==> src/rtl/ripple_count_monitor_pkg.sv <==
// ripple_mon_pkg -- shared types and default widths for the ripple count monitor.
//   mon_state_e   : monitor FSM states
//   step_class_e  : classification of a stable count step
//   classify_step : maps step predicates onto a step class
package ripple_mon_pkg;

    localparam int DEF_WIDTH  = 4;
    localparam int DEF_WRAP_W = 8;

    typedef enum logic {
        MON_INIT  = 1'b0,
        MON_TRACK = 1'b1
    } mon_state_e;

    typedef enum logic [1:0] {
        STEP_NORMAL  = 2'd0,
        STEP_WRAP    = 2'd1,
        STEP_RESTART = 2'd2,
        STEP_OTHER   = 2'd3
    } step_class_e;

    // A step into zero is a wrap only when coming from the top value; any
    // other arrival at zero means the upstream counter was restarted.
    function automatic step_class_e classify_step(input logic p_is_max,
                                                  input logic v_is_zero,
                                                  input logic v_is_incr);
        if (v_is_zero)
            return p_is_max ? STEP_WRAP : STEP_RESTART;
        else if (v_is_incr)
            return STEP_NORMAL;
        else
            return STEP_OTHER;
    endfunction

endpackage

==> src/rtl/ripple_count_monitor_if.sv <==
// ripple_count_monitor_if -- wrap event valid/ready channel.
//   evt_valid : wrap event pending (monitor -> consumer)
//   evt_value : wrap_count snapshot of the pending event (monitor -> consumer)
//   evt_ready : consumer accepts the event (consumer -> monitor)
// master = monitor side, slave = consumer side.
interface ripple_count_monitor_if
    import ripple_mon_pkg::*;
#(
    parameter int WRAP_W = DEF_WRAP_W
);
    logic              evt_valid;
    logic [WRAP_W-1:0] evt_value;
    logic              evt_ready;

    modport master (output evt_valid, output evt_value, input evt_ready);
    modport slave  (input evt_valid, input evt_value, output evt_ready);
endinterface

==> src/rtl/ripple_count_monitor_q_sync_filter.sv <==
// q_sync_filter -- two-stage sampler of the ripple count with settle detection.
//   clk    : system clock
//   reset  : asynchronous, active-high
//   q      : raw ripple counter output (may glitch)
//   stable : two consecutive samples agree
//   value  : older of the two samples (valid as a count when stable)
module q_sync_filter
    import ripple_mon_pkg::*;
#(
    parameter int WIDTH = DEF_WIDTH
) (
    input  logic             clk,
    input  logic             reset,
    input  logic [WIDTH-1:0] q,
    output logic             stable,
    output logic [WIDTH-1:0] value
);
    logic [WIDTH-1:0] s1;
    logic [WIDTH-1:0] s2;

    always_ff @(posedge clk or posedge reset) begin
        if (reset) begin
            s1 <= '0;
            s2 <= '0;
        end else begin
            s1 <= q;
            s2 <= s1;
        end
    end

    assign stable = (s1 == s2);
    assign value  = s2;
endmodule

==> src/rtl/ripple_count_monitor.sv <==
// ripple_count_monitor -- filters the ripple count, tracks wraps and restarts,
// and offers each wrap as a one-entry valid/ready event.
//   clk        : system clock
//   reset      : asynchronous, active-high; clears everything
//   q          : ripple counter output
//   cnt_stable : last filtered count
//   wrap_count : wraps since reset or last restart (modulo 2^WRAP_W)
//   evt        : event channel (master): evt_valid / evt_value / evt_ready
//   evt_ovf    : sticky, a wrap event was dropped
//   err        : sticky step-error flag, only when RIPPLE_MON_ERR_EN is defined
//
// state     | meaning
// MON_INIT  | waiting for first stable sample to use as baseline
// MON_TRACK | classifying every stable step
module ripple_count_monitor
    import ripple_mon_pkg::*;
#(
    parameter int WIDTH  = DEF_WIDTH,
    parameter int WRAP_W = DEF_WRAP_W
) (
    input  logic              clk,
    input  logic              reset,
    input  logic [WIDTH-1:0]  q,
    output logic [WIDTH-1:0]  cnt_stable,
    output logic [WRAP_W-1:0] wrap_count,
    ripple_count_monitor_if.master evt,
    output logic              evt_ovf
`ifdef RIPPLE_MON_ERR_EN
    ,
    output logic              err
`endif
);
    localparam logic [WIDTH-1:0]  CNT_MAX  = '1;
    localparam logic [WIDTH-1:0]  CNT_ONE  = {{(WIDTH-1){1'b0}}, 1'b1};
    localparam logic [WRAP_W-1:0] WRAP_ONE = {{(WRAP_W-1){1'b0}}, 1'b1};

    logic              stable;
    logic [WIDTH-1:0]  value;
    mon_state_e        state;
    mon_state_e        state_next;
    step_class_e       cls;
    logic              do_load;
    logic              do_wrap;
    logic              do_restart;
    logic [WRAP_W-1:0] wrap_next;
    logic              evt_valid_r;
    logic [WRAP_W-1:0] evt_value_r;
`ifdef RIPPLE_MON_ERR_EN
    logic              do_other;
`endif

    q_sync_filter #(.WIDTH(WIDTH)) u_filter (
        .clk    (clk),
        .reset  (reset),
        .q      (q),
        .stable (stable),
        .value  (value)
    );

    assign cls       = classify_step(cnt_stable == CNT_MAX,
                                     value == '0,
                                     value == cnt_stable + CNT_ONE);
    assign wrap_next = wrap_count + WRAP_ONE;

    always_ff @(posedge clk or posedge reset) begin
        if (reset)
            state <= MON_INIT;
        else
            state <= state_next;
    end

    always_comb begin
        state_next = state;
        case (state)
            MON_INIT:  if (stable) state_next = MON_TRACK;
            MON_TRACK: state_next = MON_TRACK;
            default:   state_next = MON_INIT;
        endcase
    end

    always_comb begin
        do_load    = 1'b0;
        do_wrap    = 1'b0;
        do_restart = 1'b0;
`ifdef RIPPLE_MON_ERR_EN
        do_other   = 1'b0;
`endif
        case (state)
            // Baseline load happens even when the value matches cnt_stable.
            MON_INIT: do_load = stable;
            MON_TRACK: begin
                if (stable && (value != cnt_stable)) begin
                    do_load = 1'b1;
                    case (cls)
                        STEP_WRAP:    do_wrap    = 1'b1;
                        STEP_RESTART: do_restart = 1'b1;
`ifdef RIPPLE_MON_ERR_EN
                        STEP_OTHER:   do_other   = 1'b1;
`endif
                        default: ;
                    endcase
                end
            end
            default: ;
        endcase
    end

    always_ff @(posedge clk or posedge reset) begin
        if (reset) begin
            cnt_stable  <= '0;
            wrap_count  <= '0;
            evt_valid_r <= 1'b0;
            evt_value_r <= '0;
            evt_ovf     <= 1'b0;
        end else begin
            if (do_load)
                cnt_stable <= value;

            if (do_restart)
                wrap_count <= '0;
            else if (do_wrap)
                wrap_count <= wrap_next;

            // A wrap landing on an accept cycle refills the slot directly.
            if (do_wrap) begin
                if (!evt_valid_r || evt.evt_ready) begin
                    evt_valid_r <= 1'b1;
                    evt_value_r <= wrap_next;
                end else begin
                    evt_ovf <= 1'b1;
                end
            end else if (evt_valid_r && evt.evt_ready) begin
                evt_valid_r <= 1'b0;
            end
        end
    end

    assign evt.evt_valid = evt_valid_r;
    assign evt.evt_value = evt_value_r;

`ifdef RIPPLE_MON_ERR_EN
    always_ff @(posedge clk or posedge reset) begin
        if (reset)
            err <= 1'b0;
        else if (do_other)
            err <= 1'b1;
    end
`endif
endmodule

==> src/flat_wrapper.sv <==
// flat-port wrapper written by rule: the top's interface ports become plain ports
module ripple_count_monitor_flat import ripple_mon_pkg::*;
#(
    parameter int WIDTH  = DEF_WIDTH,
    parameter int WRAP_W = DEF_WRAP_W
)
  (clk, reset, q, cnt_stable, wrap_count, evt_ovf, evt_evt_valid, evt_evt_value, evt_evt_ready);
  ripple_count_monitor_if #(.WRAP_W(WRAP_W)) evt_i ();
  input  logic clk;
  input  logic reset;
  input  logic [WIDTH-1:0] q;
  output logic [WIDTH-1:0] cnt_stable;
  output logic [WRAP_W-1:0] wrap_count;
  output logic evt_ovf;
  output wire logic [$bits(evt_i.evt_valid)-1:0] evt_evt_valid;
  output wire logic [$bits(evt_i.evt_value)-1:0] evt_evt_value;
  input wire logic [$bits(evt_i.evt_ready)-1:0] evt_evt_ready;
  assign evt_evt_valid = evt_i.evt_valid;
  assign evt_evt_value = evt_i.evt_value;
  assign evt_i.evt_ready = evt_evt_ready;
  ripple_count_monitor #(.WIDTH(WIDTH), .WRAP_W(WRAP_W)) u_core (.clk(clk), .reset(reset), .q(q), .cnt_stable(cnt_stable), .wrap_count(wrap_count), .evt(evt_i), .evt_ovf(evt_ovf));
endmodule
==> config.mk <==
export PLATFORM = sky130hd
export DESIGN_NAME = ripple_count_monitor_flat
export DESIGN_NICKNAME = d
export VERILOG_FILES = /design/src/rtl/ripple_count_monitor_pkg.sv /design/src/rtl/ripple_count_monitor_if.sv /design/src/rtl/ripple_count_monitor_q_sync_filter.sv /design/src/rtl/ripple_count_monitor.sv /design/src/flat_wrapper.sv
export SDC_FILE = /design/constraint.sdc
export NUM_CORES = 1
export LEC_CHECK = 0
export BUFFER_PORTS_ARGS = -buffer_cell sky130_fd_sc_hd__buf_4
export CAP_MARGIN = 20
export CORE_UTILIZATION = 40
export CTS_CLUSTER_SIZE = 8
export DETAILED_ROUTE_END_ITERATION = 8
export GPL_ROUTABILITY_DRIVEN = 0
export PLACE_DENSITY = 0.7
export SYNTH_ARGS = -nofsm -noshare
export SYNTH_HDL_FRONTEND = slang
export SYNTH_SLANG_ARGS = --single-unit
export TNS_END_PERCENT = 10
==> constraint.sdc <==
create_clock -name clk -period 1.9 [get_ports clk]
set_clock_uncertainty 0.05 [all_clocks]
set_input_delay 0.57 -clock clk [delete_from_list [all_inputs] [get_ports clk]]
set_output_delay 0.57 -clock clk [all_outputs]
set_load 0.05 [all_outputs]
# Word-level counts from Yosys, hierarchy flattened
# Cells that the tools add are included.
[word_totals]
romBits = 0
latchBits = 0
output_inout_bits = 22
input_bits = 7
mem_count = 0
register_bits = 31
mem_bits_rw = 0
wordCells = 47
[op_classes]
shifts = 0
n_div = 0
n_mux = 18
order_cmp = 0
multipliers = 0
n_addsub = 2
n_reduce_logical = 10
n_bitwise = 2
eq_ne = 7
[ops]
columns = ["operator", "n"]
rows = [
  ["$mux 8", 2],
  ["$mux 1", 11],
  ["$add 8x1->8 const B", 1],
  ["$eq 4x4->1", 2],
  ["$mux 2", 3],
  ["$reduce_and 2->1", 3],
  ["$add 4x1->4 const B", 1],
  ["$eq 4x4->1 const B", 1],
  ["$logic_not 4->1", 1],
  ["$ne 4x4->1", 1],
  ["$pmux 1 s2", 2],
  ["$reduce_bool 2->1", 2],
  ["$eq 2x1->1 const B", 1],
  ["$eq 2x2->1 const B", 1],
  ["$logic_and 1x1->1", 2],
  ["$ne 2x2->1 const B", 1],
  ["$not 1->1", 2],
  ["$logic_not 1->1", 1],
  ["$logic_or 1x1->1", 1],
]

# Longest topological paths before layout
[logic_depth]
ltp_word = 10
ltp_mapped = 5
ltp_nobuf = 5

# Hierarchy
# Synthesis repeated with hierarchy kept, for this count alone.
[hier_totals]
hier_cells = 112
hier_area_um2 = 1421.4
[modules_own_cells]
columns = ["module", "cells_per_inst", "n_inst", "seq_area_each_um2", "area_per_inst_um2"]
rows = [
  ["ripple_count_monitor", 98, 1, 575.6, 1169.9],
  ["q_sync_filter", 14, 1, 200.2, 251.5],
]

# Worst setup path after synthesis
# Ideal clock, no wire load.
[synth_timing]
path_kind = "register to register"
from = "reg u_core.cnt_stable[3]"
to = "reg u_core.evt_value_r[1] (netlist: u_core.evt.evt_value[1])"
stages_incl_launch_ff = 5
arrival_ps = 1814
n_path_buf = 0
required_ps = 1725
synth_period_minus_slack_ps = 1989
setup_ps = 125
slack_ps = -89
path_cell_list = "dfrtp_1 or4_1 and3_1 nand4_4 mux2_2"
[synth_between]
elab_chain_cells = 9
word_cells_on_any_way = 13
classes_between = "add/sub: 1; eq/ne: 4; mux: 6; reduce/logical: 2"
[synth_rtl]
columns = ["item", "line_no", "text"]
rows = [
  ["start: declaration", "ripple_count_monitor.sv:24", "output logic [WIDTH-1:0] cnt_stable,"],
  ["start signal: assignment", "ripple_count_monitor.sv:117", "cnt_stable <= value;"],
  ["$add 4x1->4", "ripple_count_monitor.sv:62", "value == cnt_stable + CNT_ONE);"],
  ["$eq 4x4->1", "ripple_count_monitor.sv:62", ""],
  ["$mux 2", "ripple_count_monitor_pkg.sv:29", "else if (v_is_incr)"],
  ["$mux 2", "ripple_count_monitor_pkg.sv:27", "if (v_is_zero)"],
  ["$eq 2x1->1", "ripple_count_monitor.sv:94", "case (cls)"],
  ["$mux 1", "ripple_count_monitor.sv:94", ""],
  ["$mux 1 (*)", "ripple_count_monitor.sv:92", "if (stable && (value != cnt_stable)) begin"],
  ["$mux 1 (*)", "ripple_count_monitor.sv:88", "case (state)"],
  ["$reduce_and 2->1 (no line) (*)", "n/a", ""],
  ["end signal: assignment", "ripple_count_monitor.sv:128", "evt_value_r <= wrap_next;"],
  ["end: declaration", "ripple_count_monitor.sv:47", "logic [WRAP_W-1:0] evt_value_r;"],
]
# Mark *: on every way between the ends. The rest lies on a longest branch, timed or not.
# A chain may end at the register's enable or synchronous reset.

# Worst setup path after layout
[layout_timing]
from = "reg u_core.cnt_stable[3]"
to = "reg u_core.evt_value_r[3] (netlist: u_core.evt.evt_value[3])"
# The elaborated chain is that of the path after synthesis.

==> metrics.md <==
| Metric | Value |
|---|---|
| Core area | 3130 um2 |
| GR Overflow Total | 0 |
| Total number of vias | 959 |
| # hold bufs at CTS | 0 |
| Synth top area share | 57.0% |
| Initial antenna violation count | 0 |
| Layout cell share with drive strength beyond 1 | 44.5% |
| Post CTS Setup Buffer Count | 0 |
| Final hold violations | 0 |
| Root buf cell | clkbuf_4 |
| Top post-synthesis cells by area | dfrtp_1 (57%), mux2_2 (9.1%), o2bb2ai_1 (3.2%) |
| Critical Path RT | 2080 ps |
| Worst setup EP type | flop |
| End point of the critical path | u_core.evt.evt_value[3] |
| Worst reg2reg startpoint | u_core.cnt_stable[3] |
| P&R area growth vs syn | 29.0% |
| Critical R2R Capture | u_core.evt.evt_value[3] |
| FP Rows | 20 |
| Reg2reg setup slack | 80 ps |
| DIE AREA | 3640 um2 |
| Post-Syn Area | 1360 um2 |
| Hold Crit Class | input port to async pin |
| Slowest cell delay on critical path | 510 ps |
| Least-Margin Pin Slew | 373 ps |
| Initial Utilization | 43.5% |
| Clock latency on the worst-skew pair | 340 ps |
| Sequential share of power | 46.0% |
| Critical-path cell list | or4_1, and3_1, nand4_4, mux2_2 |
| Final Slew Violations | 0 |
| Total Wirelength | 2570 um |
| Synth area leader | dfrtp_1 |
| P_int | 1.14 mW |
| # DRC | 0 |
| Crit share post-route | 95.6% |
| Top cells by count, synth | dfrtp_1 (31), mux2_2 (11), nand2_1 (10) |
| Part of the power in combinational logic | 20.4% |
| Mapped Avg Cell Area | 12.6 um2 |
| Fmax | 550 MHz |
| Critical path peak fanout | 8 |
| Total routing usage reported by global routing | 17.0% |
| Power per cell area | 924 nW/um2 |
| Vias in the first global route | 913 |
| Synth warn | 0 |
| Critical path launch point type | flop |
| Synthesized instance count | 108 |
| Max_cap viols | 0 |
| Worst VDD drop | 0.464 mV |
| Status | finished clean |
| Part of the Yosys area used for sequential elements | 57.0% |
| DIE WIDTH | 60.3 um |
| Worst EP arrival | 1990 ps |
| Slowest CP cell | or4_1 |
| # nets final | 153 |
| Largest net degree at the start of global routing | 32 |
| CTS H-Tree Depth | 2 |
| # setup viols final | 0 |
| Ant. Diodes | 0 |
| Initial DRC Count | 18 |
| First-pass GRT wire length | 4380 um |
| Syn nets | 116 |
| Power share of the clock group | 33.6% |
| # IOs | 29 |
| CTS tree | built |
| Asr flop ratio synth | 100% |
| DP Wirelength | 1840 um |
| P_leak | 0.855 nW |
| FF-to-FF path depth | 4 |
| CTS max path bufs | 2 |
| EDFF count, synth | 0 |
| Multi-input gate area | 569 um2 |
| Yosys cell types | 32 |
| ANT nets after route | 0 |
| Via density | 5.05 |
| Tmin final | 1820 ps |
| Prevailing post-synth register cell | dfrtp_1 |
| Avg WL per Cell | 13.5 um |
| Die H | 60.3 um |
| CTS clock-pin slew for the worst setup and hold paths | 110 ps |
| Most numerous cell in the Yosys netlist | dfrtp_1 |
| FF/Latch Area | 779 um2 |
| Port bufs | 28 |
| Clk sink count | 31 |
| Slew Limit Headroom | 75.1% |
| Setup_tns | 0 ps |
| Fillers | 290 |
| Drt first pass iters | 4 |
| Setup crit start | u_core.cnt_stable[3] |
| Setup CP Type | flop to flop |
| RSZ-0062 raised after global routing | no |
| TritonCTS Buffers | 5 |
| Final Power | 1.62 mW |
| Sw frac | 29.6% |
| Psw | 0.481 mW |
| Yosys reg bits | 31 |
| Post-cts repair resize count | 0 |
through the flow:
stage                     area [um2]  util [%]  instances  hold slack, ps  setup WS [ps]
final                           1760      56.2        190             243           83.2
after global routing            1760      56.2        190             246           17.4
after CTS                       1740      55.8        190             252           44.2
after detailed placement        1660      53.0        182             338           72.8
after global placement          1660      53.0        182             332            102
after floorplan                 1370         -        108             322          0.124
power groups by stage:
stage	combinational, mW	clock, mW	sequential (mW)
floorplan	0.0857	0	0.882
global placement	0.327	0	0.754
detailed placement	0.333	0	0.759
CTS	0.333	0.556	0.747
global route	0.349	0.596	0.758
finish	0.332	0.545	0.746
layout by cell type (no fill, tap or decap), types with 2 or more instances in the layout:
| master | instances |
|---|---|
| nand2_1 | 10 |
| and4_1 | 2 |
| a21boi_0 | 2 |
| dfrtp_1 | 28 |
| nand4_1 | 2 |
| o21ai_0 | 2 |
| a41o_1 | 2 |
| mux2_2 | 11 |
| xnor2_1 | 2 |
| o21bai_1 | 2 |
| nand2b_1 | 2 |
| buf_4 | 34 |
| nand3_1 | 5 |
| clkbuf_4 | 5 |
| or2_2 | 4 |
| dfrtp_2 | 3 |
| o2bb2ai_1 | 5 |
| inv_1 | 3 |
| xor2_1 | 5 |
how the worst min path moves through the flow:
stage | endpoint | slack, ps | depth (start not counted)
CTS | u_core.wrap_count[5] | 250 | 3
finish | u_core.cnt_stable[3] | 240 | 3
floorplan | u_core.u_filter.value[0] | 320 | 0
global route | u_core.u_filter.s1[3] | 250 | 1
detailed placement | u_core.u_filter.value[1] | 340 | 0
global placement | u_core.u_filter.value[3] | 330 | 0
worst max-delay path: cells and delay by family (launching register included):
kind | cells | cell delay, ps
flops | 1 | 410
simple gates | 3 | 880
mux | 1 | 360
state kept, by name, indices dropped and copies added (netlist names):
name	flops
u_core.evt.evt_value	8
u_core.u_filter.s1	4
u_core.evt.evt_valid	1
u_core.state	1
u_core.u_filter.value	4
u_core.cnt_stable	4
u_core.wrap_count	8
u_core.evt_ovf	1
cell type report:
class / instances / share of cell area (%)
flip-flops and latches: 31 / 44.4
multi-input cells: 70 / 32.4
repair buffers: 34 / 14.5
well taps: 44 / 3.13
clock buffers: 6 / 2.92
clock inverters: 2 / 1.99
inverters: 3 / 0.641
kinds of logic (layout without fill, tap and decap cells):
group	count (synthesis)	in the layout	share of synthesized area, %
and+or+nand+nor	33	33	15.9
AOI/OAI and AO/OA	17	17	9.74
muxes	12	12	9.83
buffers and inverters	7	45	2.11
adders and majority gates	1	1	0.919
xor gates and xnor gates	7	7	4.50
DFF	31	31	57.0
per-layer routing:
layer  track usage (%)  share of wire, %  up-vias
li1                  -                 -      466
met1              21.7                45      461
met2              25.1                47       27
met3              6.61               5.5        5
met4              8.97               2.0        0
met5                 0                 0        -
(Power assumes the default switching activity.)
